File: src/rtl/linha_retardo_prog.sv
// rtl/linha_retardo_prog.sv - programmable-length delay line over a circular buffer
//
// Delays a W-bit bus by a runtime-selectable number of enabled clocks
// (1..LMAX). Each sample carries validity: O is only driven with data once
// enough history exists for the requested delay, otherwise O=0 and vld=0.
//
// Ports:
//   clk    clock, all state on rising edge
//   rst    asynchronous active-high reset
//   ena    advance strobe; the line moves only on edges where ena=1
//   flush  synchronous clear of the line (wins over ena)
//   dly    requested delay, legal 1..LMAX (0 acts as 1, >LMAX acts as LMAX)
//   A      input sample
//   O      delayed sample (registered, 0 when not valid)
//   vld    O holds a genuine delayed sample
//   err    dly was illegal on the last enabled edge
`timescale 1ns/1ps
module linha_retardo_prog #(
   parameter int W    = 32,
   parameter int LMAX = 16,
   parameter int DW   = 5
) (
   input  logic          clk,
   input  logic          rst,
   input  logic          ena,
   input  logic          flush,
   input  logic [DW-1:0] dly,
   input  logic [W-1:0]  A,
   output logic [W-1:0]  O,
   output logic          vld,
   output logic          err
);

   localparam int AW = (LMAX > 1) ? $clog2(LMAX) : 1;
   // One extra bit so cnt+1 and wp+LMAX never overflow.
   localparam int CW = DW + 1;
   localparam logic [CW-1:0] LMAX_C  = CW'(LMAX);
   localparam logic [AW-1:0] WP_LAST = AW'(LMAX - 1);

   logic [W-1:0]  mem [LMAX];
   logic [AW-1:0] wp;
   logic [CW-1:0] cnt;

   logic          dly_zero;
   logic          dly_big;
   logic          dly_bad;
   logic [DW-1:0] deff;
   logic [CW-1:0] rd_sum;
   logic [AW-1:0] rd_idx;
   logic [W-1:0]  sel;
   logic          vld_new;
   logic          adv;

   assign adv = ena & ~flush;

   always_comb begin
      dly_zero = (dly == '0);
      dly_big  = (CW'(dly) > LMAX_C);
      dly_bad  = dly_zero | dly_big;
      if (dly_zero)
         deff = DW'(1);
      else if (dly_big)
         deff = DW'(LMAX);
      else
         deff = dly;

      // Read index = (wp - (deff-1)) mod LMAX. Adding LMAX first keeps the
      // sum positive, so a single conditional subtract finishes the modulo
      // without requiring LMAX to be a power of two.
      rd_sum = CW'(wp) + LMAX_C - (CW'(deff) - CW'(1));
      if (rd_sum >= LMAX_C)
         rd_idx = AW'(rd_sum - LMAX_C);
      else
         rd_idx = AW'(rd_sum);

      // Delay of one bypasses the buffer: the sample is the one being written.
      if (deff == DW'(1))
         sel = A;
      else
         sel = mem[rd_idx];

      // History available this edge includes the sample being written.
      vld_new = ((cnt + CW'(1)) >= CW'(deff));
   end

   // Buffer contents are never reset; cnt gating keeps stale entries off O.
   always_ff @(posedge clk) begin
      if (adv)
         mem[wp] <= A;
   end

   always_ff @(posedge clk or posedge rst) begin
      if (rst) begin
         wp  <= '0;
         cnt <= '0;
         O   <= '0;
         vld <= 1'b0;
         err <= 1'b0;
      end else if (flush) begin
         wp  <= '0;
         cnt <= '0;
         O   <= '0;
         vld <= 1'b0;
         err <= 1'b0;
      end else if (ena) begin
         wp  <= (wp == WP_LAST) ? '0 : wp + AW'(1);
         cnt <= (cnt == LMAX_C) ? cnt : cnt + CW'(1);
         O   <= vld_new ? sel : '0;
         vld <= vld_new;
         err <= dly_bad;
      end
   end

endmodule

File: config.mk
export PLATFORM = sky130hd
export DESIGN_NAME = linha_retardo_prog
export DESIGN_NICKNAME = d
export VERILOG_FILES = /design/src/rtl/linha_retardo_prog.sv
export SDC_FILE = /design/constraint.sdc
export NUM_CORES = 1
export LEC_CHECK = 0
export CAP_MARGIN = 40
export CORE_MARGIN = 4
export CORE_UTILIZATION = 45
export CTS_CLUSTER_SIZE = 14
export DETAILED_ROUTE_END_ITERATION = 8
export PLACE_DENSITY = 0.64
export REMOVE_ABC_BUFFERS = 1
export SLEW_MARGIN = 20
export SYNTH_ARGS = -nofsm -noshare
export SYNTH_HDL_FRONTEND = slang
export SYNTH_SLANG_ARGS = --single-unit
File: constraint.sdc
create_clock -name clk -period 5.1 [get_ports clk]
set_input_delay 0.765 -clock clk [delete_from_list [all_inputs] [get_ports clk]]
set_output_delay 0.765 -clock clk [all_outputs]
set_load 0.02 [all_outputs]
==> reports/metrics.csv <==
metric,value,unit
synthDistinctLibCells,55,
fillerInstances,4108,
wl,57.73,mm
finalWorstSetupSlack,895.5,ps
r2r_end,O[16]$_DFFE_PP0P_,
firstDrtPassIters,5,
yosysSeqAreaShare,70.89,%
gp_congestion,0.8192,
synth_cells,1540,
ys_warn_count,0,
finalHoldViolCount,0,
min_period,4204,ps
start_util,45.40,%
placed_cell_area,25280,µm²
synthToLayoutAreaGrowth,16.90,%
setup_viol,0,
crit_slowest_cell,fa_2,
relSlewSlack,44.76,%
clk_latency,610,ps
leakagePower,9.563,nW
synth_ff_type,edfxtp_1,
synthArstFlopShare,7.914,%
portBuffers,74,
cp-start-kind,input port,
grt-ovfl-total,0,
multiInputGateArea,6342,µm²
nets,1693,
worstSetupEndpointType,flip-flop,
root_buffer,clkbuf_16,
r2r-start,wp[0]$_DFFE_PP0P_,
vias,14080,
cp_data_required_time,5580,ps
antenna_found_initial,1,
die_w,235.3,µm
cts_tree,built,
fmax,0.2378,GHz
startpoint,dly[0],
syn_area,23240,µm²
drive_gt1_share,12.06,%
tightest_slew,825.7,ps
grt_pass1_vias,14060,
cts_setup_buffers,0,
drcViolationCount,0,
power,0.01041,W
grt_max_degree,67,
rsz0062_at_grt,false,
clock-sinks,556,
finClkSkew,15.21,ps
ys_seq_elements,556,
cts_hold_buf,0,
fin_crit_sh,82.44,%
cts_buffer_depth,3,
critPathMaxFanout,24,
utilization,53.07,%
die_h,235.3,µm
slew_violations,0,
power.density,383.2,nW/µm²
rows,83,
arrival,4690,ps
die_area,55350,µm²
grt_first_pass_wirelength,87.01,mm
stdcell_area,27170,µm²
grt_use_total,20.34,%
htree_levels,2,
io_pins,75,
crit_chain,clkdlybuf4s50_1 > nor4_1 > inv_1 > ha_1 > nor2_1 > nand2_1 > inv_1 > ha_1 > inv_1 > ha_4 > inv_1 > fa_2 > buf_4 > and2_1 > buf_12 > a32oi_1 > a32oi_1 > nand3_1,
synth_edf_count,512,
crit_path_frequent_cell,inv_1,
core_area,51200,µm²
wl_per_cell,24.42,µm
peakVddDrop,263.7,µV
place_ws,331.8,ps
max_stage_delay,600,ps
path_clk_slew,60,ps
drv_cap,0,
cts_resized,0,
seq_area,16480,µm²
viasPerCell,5.955,
hold_path_class,flip-flop to flip-flop,
worstSetupPathType,input port to flip-flop,
dp_hpwl,34.48,mm
r2r_slack,1670,ps
syn_avg_cell_area,15.09,µm²
ant_nets,0,
dr.first_iter.drc_count,1470,
worstRegToRegCells,11,
hp-start,O[3]$_DFFE_PP0P_,
critPathCapture,O[16]$_DFFE_PP0P_,
status,"finished, final reports clean",
cts-buffers-inserted,55,
==> layout by cell type (no fill, tap or decap), drive strengths merged, types with 6 or more instances in the layout <==
master / count
edfxtp: 512
mux2i: 196
nand2: 159
clkdlybuf4s50: 74
clkbuf: 74
o21ai: 66
a32oi: 65
buf: 65
o22ai: 46
dfrtp: 44
a21oi: 38
nand3: 35
nor2: 33
or3: 31
nor4: 24
o211a: 23
and2: 23
clkinv: 21
inv: 18
ha: 15
mux4: 14
a22oi: 13
a211oi: 12
nor3: 11
nand2b: 8
o211ai: 7
mux2: 6
==> critical path: cells and delay by family <==
kind	cells	cell delay, ps
AO/OA/AOI/OAI	2	380
adder cells (fa/ha/maj)	4	1180
buffers and inverters	7	1340
AND/OR/NAND/NOR	5	990
==> final cells by class <==
class                      instances  share of cell area [%]
inverter                          16                  0.2210
clock buffer                      74                   5.627
multi-input combinational        868                   23.34
tap                              680                   3.131
antenna                            1                0.009210
clock inverter                    30                   1.101
sequential                       556                   60.65
timing repair buffer             139                   5.913
==> power breakdown <==
group	switching, W	total, W	internal, W	leakage, nW
Sequential	0.0000369	0.00507	0.00503	5.22
Clock	0.00170	0.00406	0.00236	0.892
Combinational	0.000794	0.00129	0.000495	3.45
Total	0.00253	0.0104	0.00789	9.56
==> cell usage after synthesis, types with 11 or more instances <==
| library cell | count | area [µm²] |
|---|---|---|
| and2_1 | 23 | 143.9 |
| dfrtp_1 | 44 | 1101 |
| nor4_1 | 24 | 150.1 |
| nand2_1 | 159 | 596.8 |
| o22ai_1 | 46 | 287.8 |
| a211oi_1 | 12 | 90.09 |
| a32oi_1 | 65 | 569.3 |
| clkbuf_1 | 65 | 244.0 |
| inv_1 | 14 | 52.55 |
| mux2i_1 | 196 | 1962 |
| o21ai_0 | 66 | 330.3 |
| edfxtp_1 | 512 | 15370 |
| nor2_1 | 32 | 120.1 |
| a21oi_1 | 37 | 185.2 |
| nand3_1 | 34 | 170.2 |
| ha_1 | 15 | 187.7 |
| nor3_1 | 11 | 55.05 |
| a22oi_1 | 13 | 97.59 |
| mux4_2 | 14 | 315.3 |
| o211a_1 | 23 | 230.2 |
| or3_1 | 31 | 193.9 |
| buf_2 | 26 | 130.1 |
==> registers in the layout, summed over array words and instances (netlist names) <==
| register | flops |
|---|---|
| wp | 4 |
| err | 1 |
| cnt | 6 |
| O | 32 |
| mem | 512 |
| vld | 1 |
==> worst min path at each step <==
stage	end	slack, ps	cells past startpoint
final	O[3]$_DFFE_PP0P_	500	2
after global routing	O[9]$_DFFE_PP0P_	530	2
after CTS	O[3]$_DFFE_PP0P_	510	2
after detailed placement	O[3]$_DFFE_PP0P_	490	2
after global placement	O[16]$_DFFE_PP0P_	480	2
after floorplan	cnt[5]$_DFFE_PP0P_	480	1
==> layer usage <==
metal / GRT usage [%] / vias up / routed length (µm)
met2: 33.20 / 523 / 27770
met5: 0 / - / 0
li1: - / 6265 / -
met1: 28.34 / 7189 / 24790
met3: 4.100 / 101 / 3892
met4: 5.161 / 0 / 1280
==> per-stage QoR <==
step | instances | hold slack [ps] | TNS [ps]
after detailed placement | 2256 | 492.2 | 0
final | 2364 | 497.8 | 0
after floorplan | 1440 | 482.9 | -102520
after global placement | 2242 | 484.8 | 0
after global routing | 2364 | 533.3 | 0
after CTS | 2360 | 505.4 | 0
==> cells by family after synthesis <==
logic type                 share of synthesized area [%]
xor gates and xnor gates                          0.3607
AOI/OAI and AO/OA                                  8.748
and+or+nand+nor                                    6.896
buffers and inverters                              2.126
adders and majority gates                         0.8936
muxes                                              10.09
DFF                                                70.89
No activity file was read; power rests on OpenSTA's default activity.
